<file path="config.mk">
export PLATFORM = sky130hd
export DESIGN_NAME = mem_arbiter
export DESIGN_NICKNAME = d
export VERILOG_FILES = /design/src/rtl/mem_arb_pkg.sv /design/src/rtl/rr_arb2.sv /design/src/rtl/mem_arbiter.sv
export SDC_FILE = /design/constraint.sdc
export NUM_CORES = 1
export LEC_CHECK = 0
export CELL_PAD_IN_SITES_DETAIL_PLACEMENT = 1
export CELL_PAD_IN_SITES_GLOBAL_PLACEMENT = 1
export CORE_UTILIZATION = 25
export CTS_CLUSTER_SIZE = 28
export DETAILED_ROUTE_END_ITERATION = 6
export PLACE_DENSITY = 0.81
export SLEW_MARGIN = 10
export SYNTH_ARGS = -nofsm -noshare
export SYNTH_HDL_FRONTEND = slang
export SYNTH_SLANG_ARGS = --single-unit
</file>
<file path="constraint.sdc">
create_clock -name clk -period 4.2 [get_ports clk]
set_input_delay 0.42 -clock clk [delete_from_list [all_inputs] [get_ports clk]]
set_output_delay 0.42 -clock clk [all_outputs]
set_load 0.05 [all_outputs]
</file>
<file path="src/rtl/mem_arb_pkg.sv">
// Shared types for the two-port memory arbiter: FSM state encoding and port index.
package mem_arb_pkg;

    typedef enum logic {
        IDLE    = 1'b0,
        RD_WAIT = 1'b1
    } arb_state_t;

    typedef logic port_idx_t;

    localparam int NUM_PORTS = 2;

endpackage

</file>
<file path="src/rtl/rr_arb2.sv">
// Two-requester round-robin picker: on a tie, the port not granted most recently wins.
module rr_arb2
    import mem_arb_pkg::*;
(
    input  logic [1:0] req,
    input  port_idx_t  last,
    output logic [1:0] gnt
);

    always_comb begin
        gnt = req;
        if (req == 2'b11) begin
            gnt = last ? 2'b01 : 2'b10;
        end
    end

endmodule

</file>
<file path="src/rtl/mem_arbiter.sv">
// Arbitrates a processor port and a loader/debug port onto one single-cycle data memory.
// state   | meaning
// IDLE    | arbitrate, issue the winning access to memory in the same cycle
// RD_WAIT | return captured read data (or an error) to the port that issued the read
module mem_arbiter #(
    parameter logic [31:0] DATA_START_ADDRESS = 32'h0080_0000,
    parameter int          DATA_ADDR_BITS     = 13,
    parameter bit          RR_ENABLE          = 1'b1
) (
    input  logic        clk,
    input  logic        rst_n,
    input  logic        p0_req,
    input  logic        p0_we,
    input  logic [31:0] p0_addr,
    input  logic [31:0] p0_wdata,
    output logic        p0_gnt,
    output logic        p0_rvalid,
    output logic [31:0] p0_rdata,
    output logic        p0_err,
    input  logic        p1_req,
    input  logic        p1_we,
    input  logic [31:0] p1_addr,
    input  logic [31:0] p1_wdata,
    output logic        p1_gnt,
    output logic        p1_rvalid,
    output logic [31:0] p1_rdata,
    output logic        p1_err,
    output logic [31:0] mem_addr,
    output logic        mem_re,
    output logic        mem_we,
    output logic [31:0] mem_wdata,
    input  logic [31:0] mem_rdata
);
    import mem_arb_pkg::*;

    arb_state_t  state;
    port_idx_t   sel;
    port_idx_t   sel_q;
    port_idx_t   last_q;
    port_idx_t   rr_last;
    logic        last_vld_q;
    logic        run_q;
    logic        rd_ok_q;
    logic [31:0] addr_q;
    logic [31:0] wdata_q;
    logic [31:0] sel_addr;
    logic [31:0] sel_wdata;
    logic        sel_we;
    logic [1:0]  req;
    logic [1:0]  rr_gnt;
    logic [1:0]  fp_gnt;
    logic [1:0]  gnt;
    logic        issue;
    logic        in_range;
    logic        rd_active;

    assign req = {p1_req, p0_req};

    // Until the first grant, port 0 must win a tie, so present "port 1 was last".
    assign rr_last = last_vld_q ? last_q : 1'b1;

    rr_arb2 u_rr_arb2 (
        .req  (req),
        .last (rr_last),
        .gnt  (rr_gnt)
    );

    assign fp_gnt = p0_req ? 2'b01 : {p1_req, 1'b0};

    // run_q is cleared asynchronously, which keeps every grant low while in reset.
    assign gnt   = (run_q && state == IDLE) ? (RR_ENABLE ? rr_gnt : fp_gnt) : 2'b00;
    assign issue = |gnt;
    assign sel   = gnt[1];

    assign sel_we    = sel ? p1_we    : p0_we;
    assign sel_addr  = sel ? p1_addr  : p0_addr;
    assign sel_wdata = sel ? p1_wdata : p0_wdata;
    assign in_range  = (sel_addr[31:DATA_ADDR_BITS] == DATA_START_ADDRESS[31:DATA_ADDR_BITS]);

    assign mem_re    = issue && !sel_we && in_range;
    assign mem_we    = issue &&  sel_we && in_range;
    assign mem_addr  = issue ? sel_addr  : addr_q;
    assign mem_wdata = issue ? sel_wdata : wdata_q;

    assign rd_active = (state == RD_WAIT);
    assign p0_gnt    = gnt[0];
    assign p1_gnt    = gnt[1];
    assign p0_rvalid = rd_active && !sel_q;
    assign p1_rvalid = rd_active &&  sel_q;
    assign p0_rdata  = (p0_rvalid && rd_ok_q) ? mem_rdata : 32'h0;
    assign p1_rdata  = (p1_rvalid && rd_ok_q) ? mem_rdata : 32'h0;
    assign p0_err    = (p0_rvalid && !rd_ok_q) || (gnt[0] && sel_we && !in_range);
    assign p1_err    = (p1_rvalid && !rd_ok_q) || (gnt[1] && sel_we && !in_range);

    always_ff @(posedge clk or negedge rst_n) begin
        if (!rst_n) begin
            state      <= IDLE;
            run_q      <= 1'b0;
            last_q     <= 1'b0;
            last_vld_q <= 1'b0;
            sel_q      <= 1'b0;
            rd_ok_q    <= 1'b0;
            addr_q     <= 32'h0;
            wdata_q    <= 32'h0;
        end else begin
            run_q <= 1'b1;
            case (state)
                IDLE: begin
                    if (issue) begin
                        last_q     <= sel;
                        last_vld_q <= 1'b1;
                        sel_q      <= sel;
                        rd_ok_q    <= in_range;
                        addr_q     <= sel_addr;
                        wdata_q    <= sel_wdata;
                        if (!sel_we) begin
                            state <= RD_WAIT;
                        end
                    end
                end
                RD_WAIT: state <= IDLE;
                default: state <= IDLE;
            endcase
        end
    end

endmodule

</file>
==> flow_metrics.py <==
metrics = {
    "drt": {
        "route.final.wire_length_mm": 17.5,
        "avgRoutedWirePerCell_um": 17.8,
        "first_iter_violations": 172,
        "route.antenna.remaining_nets": 0,
        "post_drt_via_cell_ratio": 4.79,
        "remaining_drc_errors": 0,
        "route.vias.total": 4714,
        "drt_pre_antenna_iters": 5,
    },
    "floorplanning": {
        "pin_count": 302,
        "rows": 46,
        "fp.dieArea_um2": 17100,
        "die_extent_in_x_um": 131,
        "chipHeight_um": 131,
        "core_area_um2": 16000,
        "start_util_pct": 25.8,
    },
    "power_and_ir_drop": {
        "ir_worst_vdd_mv": 0.221,
        "power_mw": 2.88,
        "power-per-cell-area_nw_per_um2": 375,
        "power.static_leakage_nw": 3.47,
    },
    "logic_synthesis": {
        "synth_edf_count": 0,
        "postSynthNetCount": 646,
        "yosys.cell_types.count": 33,
        "yosysWarnings": 0,
        "synth_seq_area_share_pct": 41.8,
        "mean_post_synth_cell_area_um2": 8.61,
        "postSynthRegisterBits": 69,
        "ys_flop_type": "dfrtp_1",
        "asyncSetResetFlopFracSynth_pct": 100,
        "post_synth_instance_area_um2": 4130,
        "syn_inst": 480,
    },
    "clock_tree": {
        "root_buffer": "clkbuf_16",
        "h_tree_lvls": 3,
        "cts.sink_count": 69,
        "ctsLongestPathBuffers": 2,
        "clock_latency_ps": 340,
        "cts-buffers-inserted": 9,
        "postCtsSetupBuffers": 0,
        "cts_repair_resize_count": 0,
        "postCtsHoldBufs": 0,
        "worst_setup_hold_path_clk_slew_ps": 70,
        "cts_tree": "done",
    },
    "place": {
        "dpl.hpwl_mm": 13.8,
        "place_congestion": 0.816,
        "dpl_worst_slack_ps": 477,
        "io_buffers": 301,
    },
    "grt": {
        "global_route.overflow_total": 0,
        "grt_start_max_net_pins": 84,
        "global_route_wire_length_before_repair_mm": 25.5,
        "antenna_violations_before_repair": 2,
        "gr-usage-met1_pct": 21.0,
        "grt_busiest_layer": "met2",
        "globalRouteMet3Util_pct": 6.15,
        "grt_util_met2_pct": 37.0,
        "grtUsageTotal_pct": 19.9,
        "vias_in_the_first_global_route": 4880,
    },
    "timing": {
        "post-route-period-util_pct": 88.7,
        "worst_hold_slack_ps": 196,
        "hold_violations": 0,
        "postLayoutSetupSlackWorst_ps": 475,
        "finalWorstPathRequiredPeriod_ps": 3720,
        "achievable_freq_ghz": 0.268,
        "worstMarginPinSlew_ps": 1130,
        "max_slew_margin_pct": 24.5,
        "worst_clock_skew_ps": 9.96,
        "finalMaxSlewViolations": 0,
        "setup_repair_after_global_routing_missed_its_margin": "false",
        "setup_violations": 0,
        "final.setup.tns_ps": 0,
    },
    "setup_path": {
        "critPathLaunch": "p0_req",
        "critical_path.reg2reg.endpoint": "wdata_q[20]",
        "r2r_slack_ps": 2150,
        "worstSetupStartpointType": "primary input",
        "worst_ep_arrival_time_ps": 3300,
        "r2r_cells": 6,
        "critical_path_peak_fanout": 34,
        "worst_ep_required_time_ps": 3780,
        "timing.setup.critical_path_class": "primary input to output pin",
        "worst_setup_path_end_kind": "output pin",
        "regToRegStartpoint": "last_vld_q",
    },
    "status": {
        "outcome": "complete, no violations",
    },
    "job": {
        "max-cap-violations": 0,
    },
    "finish": {
        "nets": 928,
        "layout_cell_share_with_drive_strength_beyond_1_pct": 3.52,
        "layout.core_utilization_pct": 48.0,
        "synthToLayoutAreaGrowth_pct": 85.6,
        "mostFrequentLayoutCell": "clkdlybuf4s50_1",
        "mostFrequentLayoutCells": "300 x clkdlybuf4s50_1, 128 x o21ai_0, 73 x nand2_1",
    },
    "worst_hold_path": {
        "holdCritPathClass": "primary input to async pin",
    },
}
==> per-layer routing <==
metal  vias to the layer above  part of all wire, %
met5                         -                0.063
met4                         2                  2.1
met3                        20                  8.5
met2                       214                   52
met1                      2225                   37
li1                       2253                    -
==> worst max path at each step <==
| stage | end | depth (start not counted) |
|---|---|---|
| 6_report | mem_addr[10] | 8 |
| 5_1_grt | mem_wdata[16] | 8 |
| 4_1_cts | mem_addr[19] | 8 |
| 3_5_place_dp | mem_addr[19] | 8 |
| 3_3_place_gp | mem_addr[31] | 8 |
| 2_1_floorplan | mem_addr[0] | 6 |
==> registers in the layout (all words and copies together) (netlist names) <==
signal	count
rd_ok_q	1
rd_active	1
last_q	1
wdata_q	32
last_vld_q	1
addr_q	32
run_q	1
==> cell families after synthesis <==
logic type	synth area share [%]
muxes	15.5
other	0.0907
and+or+nand+nor	20.9
AOI/OAI and AO/OA	17.2
DFF	41.8
buffers and inverters	4.57
==> metrics by stage <==
| stage | cell area, um2 | cells |
|---|---|---|
| 3_3_place_gp | 7360 | 967 |
| 4_1_cts | 7670 | 983 |
| 2_1_floorplan | 4130 | 480 |
| 6_report | 7670 | 984 |
| 3_5_place_dp | 7360 | 967 |
| 5_1_grt | 7670 | 984 |
==> cells in the mapped netlist (2+ instances only) <==
cell type / count / share of area, %
nand2b_1: 2 / 0.30
o21ai_0: 128 / 15
nor2_1: 2 / 0.18
nor4b_1: 2 / 0.42
a21oi_1: 3 / 0.36
inv_1: 3 / 0.27
buf_1: 2 / 0.18
nor2b_1: 4 / 0.61
nand2_1: 73 / 6.6
dfrtp_1: 69 / 42
or3_1: 2 / 0.30
buf_4: 6 / 1.1
buf_2: 7 / 0.85
nor4_1: 6 / 0.91
or4_1: 4 / 0.73
and3_1: 34 / 5.1
clkbuf_1: 22 / 2.0
mux2i_1: 64 / 15
and2_1: 32 / 4.8
inv_2: 2 / 0.18
==> final cells by class <==
| type | instances | area [um2] |
|---|---|---|
| fillers | 1876 | 8330 |
| diodes | 1 | 2.50 |
| clock inverters | 5 | 82.6 |
| inverters | 5 | 18.8 |
| repair buffers | 308 | 3100 |
| clock buffers | 11 | 233 |
| flip-flops and latches | 69 | 1730 |
| multi-input cells | 369 | 2240 |
| well taps | 216 | 270 |
==> power breakdown <==
group | leakage [nW] | internal (mW) | switching, mW
clock | 0.155 | 0.524 | 0.301
sequential | 0.847 | 0.775 | 0.0337
combinational | 2.47 | 0.460 | 0.785
==> worst max-delay path: stages <==
cell and delay, ps:
clkdlybuf4s50_1 630, inv_2 90, o21ai_4 300, buf_4 280, buf_12 260, mux2i_1 120, o21ai_0 280, clkdlybuf4s50_1 870
No activity file was read; power rests on OpenSTA's default activity.
